[src/rtl/bcd_conv_arbiter.sv]
// Round-robin front end that shares one binary-to-BCD encoder between
// NUM_REQ requesters. It accepts one operand at a time, drives the encoder
// handshake, returns the result to the winner, and aborts a conversion that
// never completes by resetting the encoder and flagging an error response.
`timescale 1ns/1ps
module bcd_conv_arbiter #(
  parameter int NUM_REQ   = 4,
  parameter int BIN_WIDTH = 16,
  parameter int BCD_WIDTH = 16,
  parameter int TIMEOUT   = 64
) (
  input  logic                         i_clk,
  input  logic                         i_rst,
  input  logic [NUM_REQ-1:0]           i_req,
  input  logic [NUM_REQ*BIN_WIDTH-1:0] i_req_bin,
  output logic [NUM_REQ-1:0]           o_req_ack,
  output logic [NUM_REQ-1:0]           o_rsp_valid,
  output logic [BCD_WIDTH-1:0]         o_rsp_bcd,
  output logic                         o_rsp_err,
  output logic                         o_busy,
  output logic                         o_enc_begin,
  output logic [BIN_WIDTH-1:0]         o_enc_binary,
  output logic                         o_enc_rst,
  input  logic                         i_enc_done,
  input  logic [BCD_WIDTH-1:0]         i_enc_bcd
);

  localparam int GW = (NUM_REQ > 1) ? $clog2(NUM_REQ) : 1;
  localparam int TW = $clog2(TIMEOUT);
  localparam logic [GW-1:0] LAST_INIT = GW'(NUM_REQ - 1);
  // The timer counts WAIT cycles starting at 0; leaving on the cycle it would
  // step to TIMEOUT-1 places RECOVER exactly TIMEOUT cycles after START.
  localparam logic [TW-1:0] TIMER_LAST = TW'(TIMEOUT - 2);

  typedef enum logic [2:0] {
    S_IDLE    = 3'd0,
    S_START   = 3'd1,
    S_WAIT    = 3'd2,
    S_RESP    = 3'd3,
    S_RECOVER = 3'd4
  } state_t;

  state_t state;
  state_t next_state;

  logic [GW-1:0]        last_grant;
  logic [GW-1:0]        grant;
  logic [TW-1:0]        timer;
  logic                 armed;

  logic [BIN_WIDTH-1:0] operand [NUM_REQ];
  logic                 arb_found;
  logic [GW-1:0]        arb_idx;
  logic [GW-1:0]        cand;

  logic                 accept;
  logic                 complete;
  logic                 timeout;

  logic [NUM_REQ-1:0]   ack_nxt;
  logic [NUM_REQ-1:0]   valid_nxt;
  logic                 begin_nxt;
  logic                 err_nxt;
  logic                 enc_rst_nxt;
  logic                 busy_nxt;

  // Split the flat operand bus into one word per requester.
  always_comb begin
    for (int k = 0; k < NUM_REQ; k++) begin
      operand[k] = i_req_bin[k*BIN_WIDTH +: BIN_WIDTH];
    end
  end

  // Round-robin search: first active request after the last served one.
  always_comb begin
    arb_found = 1'b0;
    arb_idx   = '0;
    cand      = '0;
    for (int i = 1; i <= NUM_REQ; i++) begin
      cand = GW'((int'(last_grant) + i) % NUM_REQ);
      if (!arb_found && i_req[cand]) begin
        arb_found = 1'b1;
        arb_idx   = cand;
      end
    end
  end

  // Handshake qualifiers; a real completion beats a timeout in the same cycle.
  always_comb begin
    accept   = (state == S_IDLE) && arb_found;
    complete = (state == S_WAIT) && armed && i_enc_done;
    timeout  = (state == S_WAIT) && !(armed && i_enc_done) && (timer == TIMER_LAST);
  end

  // State register.
  always_ff @(posedge i_clk or posedge i_rst) begin
    if (i_rst) begin
      state <= S_IDLE;
    end else begin
      state <= next_state;
    end
  end

  // Next-state decode.
  always_comb begin
    next_state = state;
    case (state)
      S_IDLE: begin
        if (arb_found) begin
          next_state = S_START;
        end
      end
      S_START: begin
        next_state = S_WAIT;
      end
      S_WAIT: begin
        if (armed && i_enc_done) begin
          next_state = S_RESP;
        end else if (timer == TIMER_LAST) begin
          next_state = S_RECOVER;
        end
      end
      S_RESP: begin
        next_state = S_IDLE;
      end
      S_RECOVER: begin
        next_state = S_IDLE;
      end
      default: begin
        next_state = S_IDLE;
      end
    endcase
  end

  // Next values of the registered handshake outputs.
  always_comb begin
    ack_nxt     = '0;
    valid_nxt   = '0;
    begin_nxt   = 1'b0;
    err_nxt     = 1'b0;
    enc_rst_nxt = 1'b0;
    busy_nxt    = (next_state != S_IDLE);
    if (accept) begin
      ack_nxt[arb_idx] = 1'b1;
    end
    if (state == S_START) begin
      begin_nxt = 1'b1;
    end
    if (complete || timeout) begin
      valid_nxt[grant] = 1'b1;
    end
    if (timeout) begin
      err_nxt     = 1'b1;
      enc_rst_nxt = 1'b1;
    end
  end

  // Output registers for the pulse and status signals.
  always_ff @(posedge i_clk or posedge i_rst) begin
    if (i_rst) begin
      o_req_ack   <= '0;
      o_rsp_valid <= '0;
      o_enc_begin <= 1'b0;
      o_rsp_err   <= 1'b0;
      o_enc_rst   <= 1'b0;
      o_busy      <= 1'b0;
    end else begin
      o_req_ack   <= ack_nxt;
      o_rsp_valid <= valid_nxt;
      o_enc_begin <= begin_nxt;
      o_rsp_err   <= err_nxt;
      o_enc_rst   <= enc_rst_nxt;
      o_busy      <= busy_nxt;
    end
  end

  // Grant bookkeeping; the winner becomes lowest priority once served.
  always_ff @(posedge i_clk or posedge i_rst) begin
    if (i_rst) begin
      grant      <= '0;
      last_grant <= LAST_INIT;
    end else begin
      if (accept) begin
        grant <= arb_idx;
      end
      if (state == S_RESP || state == S_RECOVER) begin
        last_grant <= grant;
      end
    end
  end

  // WAIT timer and armed flag; armed ignores a done left over from before.
  always_ff @(posedge i_clk or posedge i_rst) begin
    if (i_rst) begin
      timer <= '0;
      armed <= 1'b0;
    end else if (state == S_START) begin
      timer <= '0;
      armed <= 1'b0;
    end else if (state == S_WAIT) begin
      if (!i_enc_done) begin
        armed <= 1'b1;
      end
      if (!complete) begin
        timer <= timer + 1'b1;
      end
    end
  end

  // Operand and result holding registers; values persist between transactions.
  always_ff @(posedge i_clk or posedge i_rst) begin
    if (i_rst) begin
      o_enc_binary <= '0;
      o_rsp_bcd    <= '0;
    end else begin
      if (accept) begin
        o_enc_binary <= operand[arb_idx];
      end
      if (complete) begin
        o_rsp_bcd <= i_enc_bcd;
      end else if (timeout) begin
        o_rsp_bcd <= '0;
      end
    end
  end

endmodule
[config.mk]
export PLATFORM = sky130hd
export DESIGN_NAME = bcd_conv_arbiter
export DESIGN_NICKNAME = d
export VERILOG_FILES = /design/src/rtl/bcd_conv_arbiter.sv
export SDC_FILE = /design/constraint.sdc
export NUM_CORES = 1
export LEC_CHECK = 0
export ABC_AREA = 1
export CAP_MARGIN = 20
export CORE_ASPECT_RATIO = 0.5
export CORE_MARGIN = 1.5
export CORE_UTILIZATION = 37
export CTS_CLUSTER_DIAMETER = 60
export DETAILED_ROUTE_END_ITERATION = 16
export PLACE_DENSITY = 0.79
export SLEW_MARGIN = 20
export SYNTH_ARGS = -nofsm -noshare
export SYNTH_HDL_FRONTEND = slang
export SYNTH_SLANG_ARGS = --single-unit
[constraint.sdc]
create_clock -name i_clk -period 4.65 [get_ports i_clk]
set_input_delay 1.1625 -clock i_clk [delete_from_list [all_inputs] [get_ports i_clk]]
set_output_delay 1.1625 -clock i_clk [all_outputs]
set_load 0.01 [all_outputs]
# ---- Word-level counts from Yosys, hierarchy flattened
# Cells that the tools add are included.
dict set report word_totals {
  register_bits 57
  out_inout_bits 44
  input_bits 87
  elab_cells 96
}
dict set report op_classes {
  bitwise 1
  n_reduce_logical 23
  add_sub_neg 5
  n_mux 39
  eq_ne 7
  order_cmp 9
}
# cell n
set ops {}
lappend ops {{two-way mux 16 bit} 4}
lappend ops {{binary-select mux 16 bit (select 2 bit)} 1}
lappend ops {{< comparator 2 x 3 -> 1 bit (second input constant)} 6}
lappend ops {{two-way mux 6 bit} 3}
lappend ops {{two-way mux 1 bit} 15}
lappend ops {{logical AND 1 bit} 11}
lappend ops {{two-way mux 3 bit} 3}
lappend ops {{case mux 3 bit (3 select lines)} 1}
lappend ops {{binary-select mux 1 bit (select 2 bit)} 4}
lappend ops {{two-way mux 2 bit} 4}
lappend ops {{two-way mux 4 bit} 2}
lappend ops {{adder 6 x 1 -> 6 bit (second input constant)} 1}
lappend ops {{equality test 3 x 2 -> 1 bit (second input constant)} 2}
lappend ops {{equality test 6 bit (second input constant)} 1}
lappend ops {{adder 2 x 1 -> 2 bit (second input constant)} 2}
lappend ops {{adder 2 bit (second input constant)} 2}
lappend ops {{demux 1 bit (select 2 bit)} 2}
lappend ops {{>= comparator 2 x 1 -> 1 bit (second input constant)} 2}
lappend ops {{zero test 1 bit} 4}
lappend ops {{!= test 2 x 1 -> 1 bit (second input constant)} 2}
lappend ops {{AND reduction 2 bit} 2}
lappend ops {{nonzero test 2 bit} 2}
lappend ops {{equality test 3 x 1 -> 1 bit (second input constant)} 1}
lappend ops {{equality test 3 bit (second input constant)} 1}
lappend ops {{5 further kinds} 6}

# ---- Depth between registers and ports, before layout
dict set report logic_depth {
  word_depth 18
  mapped_depth 17
  ltp_nobuf 16
}

# ---- Least setup slack after synthesis
# OpenSTA, ideal clock, no wires.
dict set report synth_path {
  path_type {input to register}
  startpoint {in i_req[1]}
  endpoint {reg o_enc_binary[15]}
  path_stages 14
  path_slack_ns 2.271
  required_ns 4.533
  arrival_time_ns 2.263
  path_cell_list {nand2_1 -> nand2_1 -> nand2_1 -> nand2_1 -> nor2_4 -> nand2_1 -> nor3_1 -> nor2_1 -> buf_6 -> buf_4 -> nand2_1 -> nand2_1 -> nand2_1 -> nand2_1}
}
dict set report synth_via {
  elab_chain_cells 16
  elab_cells_between_ends 27
  classes_between {19 x mux; 1 x bitwise; 7 x reduce/logical}
}
# item line
set synth_lines {}
lappend synth_lines {{start: declaration} 14} ;# input logic [NUM_REQ-1:0] i_req,
lappend synth_lines {{binary-select mux 1 bit (select 2 bit)} 81} ;# if (!arb_found && i_req[cand]) begin
lappend synth_lines {{two-way mux 1 bit (not written as such)} 81}
lappend synth_lines {{two-way mux 1 bit} 81}
lappend synth_lines {{zero test 1 bit} 81}
lappend synth_lines {{logical AND 1 bit} 81}
lappend synth_lines {{two-way mux 1 bit} 81}
lappend synth_lines {{zero test 1 bit} 81}
lappend synth_lines {{logical AND 1 bit} 81}
lappend synth_lines {{two-way mux 1 bit} 81}
lappend synth_lines {{zero test 1 bit} 81}
lappend synth_lines {{logical AND 1 bit} 81}
lappend synth_lines {{two-way mux 2 bit} 81}
lappend synth_lines {{NOT 2 -> 3 bit (not written as such)} 217} ;# o_enc_binary <= operand[arb_idx];
lappend synth_lines {{binary-select mux 16 bit (select 2 bit)} 217}
lappend synth_lines {{two-way mux 16 bit (not written as such) (2 in a row)} 217}
lappend synth_lines {{end signal: assignment} 217}
lappend synth_lines {{end: declaration} 22} ;# output logic [BIN_WIDTH-1:0] o_enc_binary,
# Parallel ways exist; a longest one is shown, timed or not. The select of a mux whose other input is x is not followed.
# A chain may end at the register's enable or synchronous reset.

# ---- Worst setup path after layout
dict set report layout_path {
  startpoint {in i_req[2]}
  endpoint {reg o_enc_binary[8]}
}
# The elaborated chain is that of the path after synthesis.

==> run summary <==
diodes inserted -> 0
P&R area growth vs syn -> 52.26%
crit path max-delay cell type -> clkdlybuf4s50_1
first-pass GRT wire length -> 13.65 mm
Reg clk slew, reported paths -> 0.05 ns
Highest Clock Rate -> 330.2 MHz
share of cells above drive strength 1 -> 0.06972
die width -> 132.4 µm
status -> complete, no violations
CP most frequent cell -> nand2_1
number of global-route vias before repair -> 2959
clk_lat worst skew -> 0.32 ns
Clock Skews -> 0.004234 ns
footprint of the multi-input gates -> 1450 µm²
synthesized net count -> 504
Synth cell types -> 27
WL/cell -> 12.74 µm
slowest stage delay, CP -> 0.47 ns
Mapped Cells -> 415
Max FO, Critical Path -> 36
Fill cells -> 720
Setup-failing EPs final -> 0
H-tree depth -> 3
final hold vios -> 0
met3 Usage GRT -> 0.05405
final antenna-violating net count -> 0
Syn. warnings -> 0
largest net degree at the start of global routing -> 37
Initial DRC Count -> 138
postcts setup bufs -> 0
Final Slew Violations -> 0
Post-synth ARST share -> 1.000
Crit. End Element -> flop
worst setup path category -> primary input to flop
via count -> 3105
Finished Layout Cells -> 657
startpoint types -> primary input
GPL Wtd Cong -> 0.9175
cts hold-fix bufs -> 0
I/O Pins -> 131
sequential share of the synthesized area -> 0.4612
dpl cells -> 641
maximum vdd drop -> 0.3198 mV
top cells by area, synth -> dfrtp_1 (44%), nand2_1 (25%), nand3_1 (6.8%)
# port buffers -> 130
CORE AREA -> 8058 µm²
gr usage total -> 0.1931
WL final -> 8.371 mm
fin nets -> 629
total die area -> 8964 µm²
CTS tree -> yes
CTS root buf -> clkbuf_16
grt total ovfl -> 0
Die Y-Extent -> 67.71 µm
leakage -> 2.280 nW
normalized max-slew margin -> 0.5326
antenna violations before repair -> 0
unrepaired setup endpoints after global routing -> no
CTS Sinks -> 57
Mapped Area -> 3098 µm²
CP bufs+invs -> 2
WP data arrival -> 3.29 ns
critical path required time -> 4.91 ns
dpl hpwl -> 5.993 mm
Setup TNS -> 0 ns
Seq cells post-synth -> 57
Num CTS Buffers -> 9
Power Density -> 702.0 nW/µm²
Worst path top cell family by delay -> simple AND/OR/NAND/NOR gates
Avg Cell Area, Syn -> 7.465 µm²
register area -> 1429 µm²
fin crit period -> 3.028 ns
met2 Use GR -> 0.3325
Pre-antenna DRT Iters -> 5
top cells by count, synth -> nand2_1 (207), dfrtp_1 (55), nand3_1 (42)
CP cell instances -> clkdlybuf4s50_1, nand2_1, nand2_1, nand2_1, nand2_2, inv_2, nand2_2, nand2_2, nand2_8, nand2_1, nand2_1, nand2_1, nand2_1, nand2_1, nand2_1
Clock Tree Buf Depth -> 2
top cell type's share of synthesized area -> 0.4443
GRT busiest layer -> met2
post-CTS resize count -> 0
maxcap violations -> 0
Starting Density -> 0.3845
M1 GR Usage -> 0.2385
area leader, netlist -> dfrtp_1
Main synth FF type -> dfrtp_1
Post-synth EDFFs -> 0
HP Class -> flop to flop
DRC Markers -> 0
Rows -> 23
Slew @ Worst Pin -> 0.6974 ns
Final period util -> 0.6512
detail-routed via count per cell -> 4.726
count leader, synth -> nand2_1
## sequential cells by signal, summed over array words and instances, names as in the netlist
register,cells
last_grant,2
armed,1
o_req_ack,4
o_busy,1
timer,6
o_enc_rst,1
o_enc_binary,16
grant,2
o_rsp_valid,4
o_enc_begin,1
o_rsp_bcd,16
state,3
## stage by stage
| step | worst slack, ns | hold WS (ns) | utilization | total power, mW | area (µm²) |
|---|---|---|---|---|---|
| after global placement | 1.325 | 0.4586 | 0.5502 | 2.690 | 4433 |
| after global routing | 1.343 | 0.5042 | 0.5854 | 3.623 | 4717 |
| final | 1.622 | 0.4817 | 0.5854 | 3.311 | 4717 |
| after floorplan | 2.091 | 0.4331 | - | 2.180 | 3098 |
| after detailed placement | 1.291 | 0.4675 | 0.5516 | 2.736 | 4444 |
| after CTS | 1.625 | 0.4785 | 0.5854 | 3.344 | 4717 |
## cells by family (layout without fill, tap and decap cells)
kind of cell               after synthesis  in the layout  share of synthesized area
adders and majority gates                2              2                   0.008076
AOI/OAI and AO/OA                       33             33                    0.08118
and+or+nand+nor                        279            279                     0.3780
DFF                                     57             57                     0.4612
buffers and inverters                   44            174                    0.07149
## layer usage
metal	wire, µm	share of wire	up-vias
met5	0	0	-
met4	90	0.011	0
met3	551	0.066	8
met2	3956	0.47	83
met1	3772	0.45	1421
li1	-	-	1593
## area by class of cell
type	instances	share of cell area
Timing Repair Buffer	134	0.2830
Clock inverter	6	0.009284
Tap cell	112	0.02971
Clock buffer	10	0.04854
Sequential cell	57	0.3029
Multi-Input combinational cell	314	0.3074
Inverter	24	0.01910
## worst register-to-register path: cells and delay by family (launching register included)
kind,cells,cell delay (ns)
AND/OR/NAND/NOR,13,1.58
flip-flops,1,0.59
buffers and inverters,2,0.18
## report_power, final
| group | internal [mW] | switching [mW] | total (mW) |
|---|---|---|---|
| sequential | 0.702 | 0.120 | 0.822 |
| combinational | 0.771 | 1.12 | 1.89 |
| clock | 0.361 | 0.235 | 0.595 |
| total | 1.83 | 1.48 | 3.31 |
## final timing paths
| check | slack, ns | cells past startpoint | end | from |
|---|---|---|---|---|
| min reg2reg | 0.48 | 1 | timer[5]$_DFFE_PP0P_ | timer[5]$_DFFE_PP0P_ |
| max reg2reg | 2.20 | 15 | o_enc_binary[8]$_DFFE_PP0P_ | last_grant[0]$_DFFE_PP1P_ |
| min | 0.48 | 1 | timer[5]$_DFFE_PP0P_ | timer[5]$_DFFE_PP0P_ |
| min in group asynchronous | 1.25 | 2 | o_rsp_bcd[2]$_DFFE_PP0P_ | i_rst |
| max | 1.62 | 15 | o_enc_binary[8]$_DFFE_PP0P_ | i_req[2] |
| max in group asynchronous | 2.59 | 3 | o_rsp_bcd[15]$_DFFE_PP0P_ | i_rst |
## cell usage in the layout (no fill, tap or decap), drive strengths merged
master and count:
nand2 213, nor3 13, dfstp 2, clkinv 2
clkdlybuf4s50 130, o21a 1, clkbuf 10, a21oi 4
nor2 10, a32o 16, inv 24, o21ai 10
buf 4, o31ai 1, a31oi 1, clkinvlp 4
nand3 43, ha 2, dfrtp 55
Power figures use the tool's default switching activity.
==> edit (config.mk and constraints unchanged) <==
Set the parameter `TIMEOUT` to 32 (it was 64).
--- a/src/rtl/bcd_conv_arbiter.sv
+++ b/src/rtl/bcd_conv_arbiter.sv
@@ -9,3 +9,3 @@
   parameter int BCD_WIDTH = 16,
-  parameter int TIMEOUT   = 64
+  parameter int TIMEOUT   = 32
 ) (
Formal check against the unedited RTL: same outputs for any inputs over 4 cycles, from zero or initial values and one cycle with i_rst high; that may be too few to reach the edited logic, so the function may still have changed.
==> edit against the original RTL <==
  * Non-clock buffer count down 1
  * Synthesized area increased by 1.7%
  * Global-route usage shrank 0.36 points
  * Clock skew grew 0.0032 ns
  * Worst setup slack worse by 0.34 ns
  * Sequential cell count shrank 1
  * Total power is 4.2% lower
  * Clock power shrank 33%
  * Critical path depth stayed put
  * Wire length increased by 4.0%
  * Final area down 2.3%
  * Cell count is 1.5% lower
  * Combinational power grew 4%
  * Critical path type unchanged
  * Critical endpoint is now o_enc_binary[3]$_DFFE_PP0P_
  * Largest cell class unchanged
==> edit: results (changes against the original RTL) <==
| Metric | Value |
|---|---|
| Status | `completed` |
| First drt pass iteration count | `4 (-1)` |
| Vias in the first global route | `2786 (-5.8%)` |
| Leakage dissipation | `2.229 nW (-2.2%)` |
| CP max stage delay | `0.62 ns (+0.15 ns)` |
| Commonest cells post-synth | `nand2_1, dfrtp_1, nand4_1, inv_1, a32o_1` |
| Dpl cell area | `4461 µm² (+0.37%)` |
| Fin crit share | `72.43% (+7.3 points)` |
| Routed wire length | `8708 µm (+4.0%)` |
| Post-Syn Nets | `508 (+0.79%)` |
| WHS Endpoint | `timer[4]$_DFFE_PP0P_` |
| R2R cell count | `14 (-1)` |
| Largest cells by area after synthesis | `dfrtp_1, nand2_1, nand4_1` |
| Seq/Total Area, Yosys | `44.56% (-1.6 points)` |
| CTS Buf Count | `5 (-4)` |
| Final net count | `623 (-0.95%)` |
| Largest net degree at the start of global routing | `45 (+22%)` |
| Pre-CTS setup slack | `1.018 ns (-0.2734 ns)` |
| Htree depth | `2 (-1)` |
| Slew headroom | `39.06% (-14 points)` |
| First-pass GRT wire length | `13500 µm (-1.1%)` |
| Synth Area in Adders | `0.7943% (-0.013 points)` |
| Slowest-stage cell, CP | `nand3_4` |
| Avg Cell Area, Syn | `7.519 µm² (+0.73%)` |
| Final Non-Filler Cells | `647 (-1.5%)` |
| Compound-Gate Fraction of Synth Area | `7.625% (-0.49 points)` |
| DP Cell Count | `639 (-0.31%)` |
| Vias | `3159 (+1.7%)` |
| Flop2flop setup slack | `1.82 ns (-0.38 ns)` |
| Worst Hold Launch | `timer[4]$_DFFE_PP0P_` |
| Clock Skews | `0.007453 ns (+0.003219 ns)` |
[edit: cell types whose count changed in the layout (fill, tap and decap cells not counted), moves of 3 or more]
cell / before / now
clkinvlp_4: 4 / 1
nand3_1: 42 / 11
nand2_2: 4 / 7
clkbuf_16: 9 / 5
nand4_1: 0 / 32
[edit: routing by layer]
layer | vias to the layer above | track usage (%) | wire length, µm
li1 | 1605 | - | -
met1 | 1451 | 23.93 | 3794
met2 | 90 | 32.51 | 4234
met3 | 13 | 4.815 | 538
met4 | 0 | 6.250 | 141
met5 | - | 0 | 0
[edit: layout make-up]
cell class | count | area (µm²)
fill | 730 | 3505
tap | 112 | 140.1
clock buffer | 5 | 125.1
multi-input combinational | 312 | 1495
timing repair buffer | 133 | 1324
sequential | 56 | 1404
inverter | 26 | 97.59
clock inverter | 3 | 25.02
[edit: report_power, final]
group,total [W],internal [W],switching (W)
Clock,0.000397,0.000204,0.000193
Combinational,0.00196,0.000782,0.00118
Sequential,0.000815,0.000690,0.000125
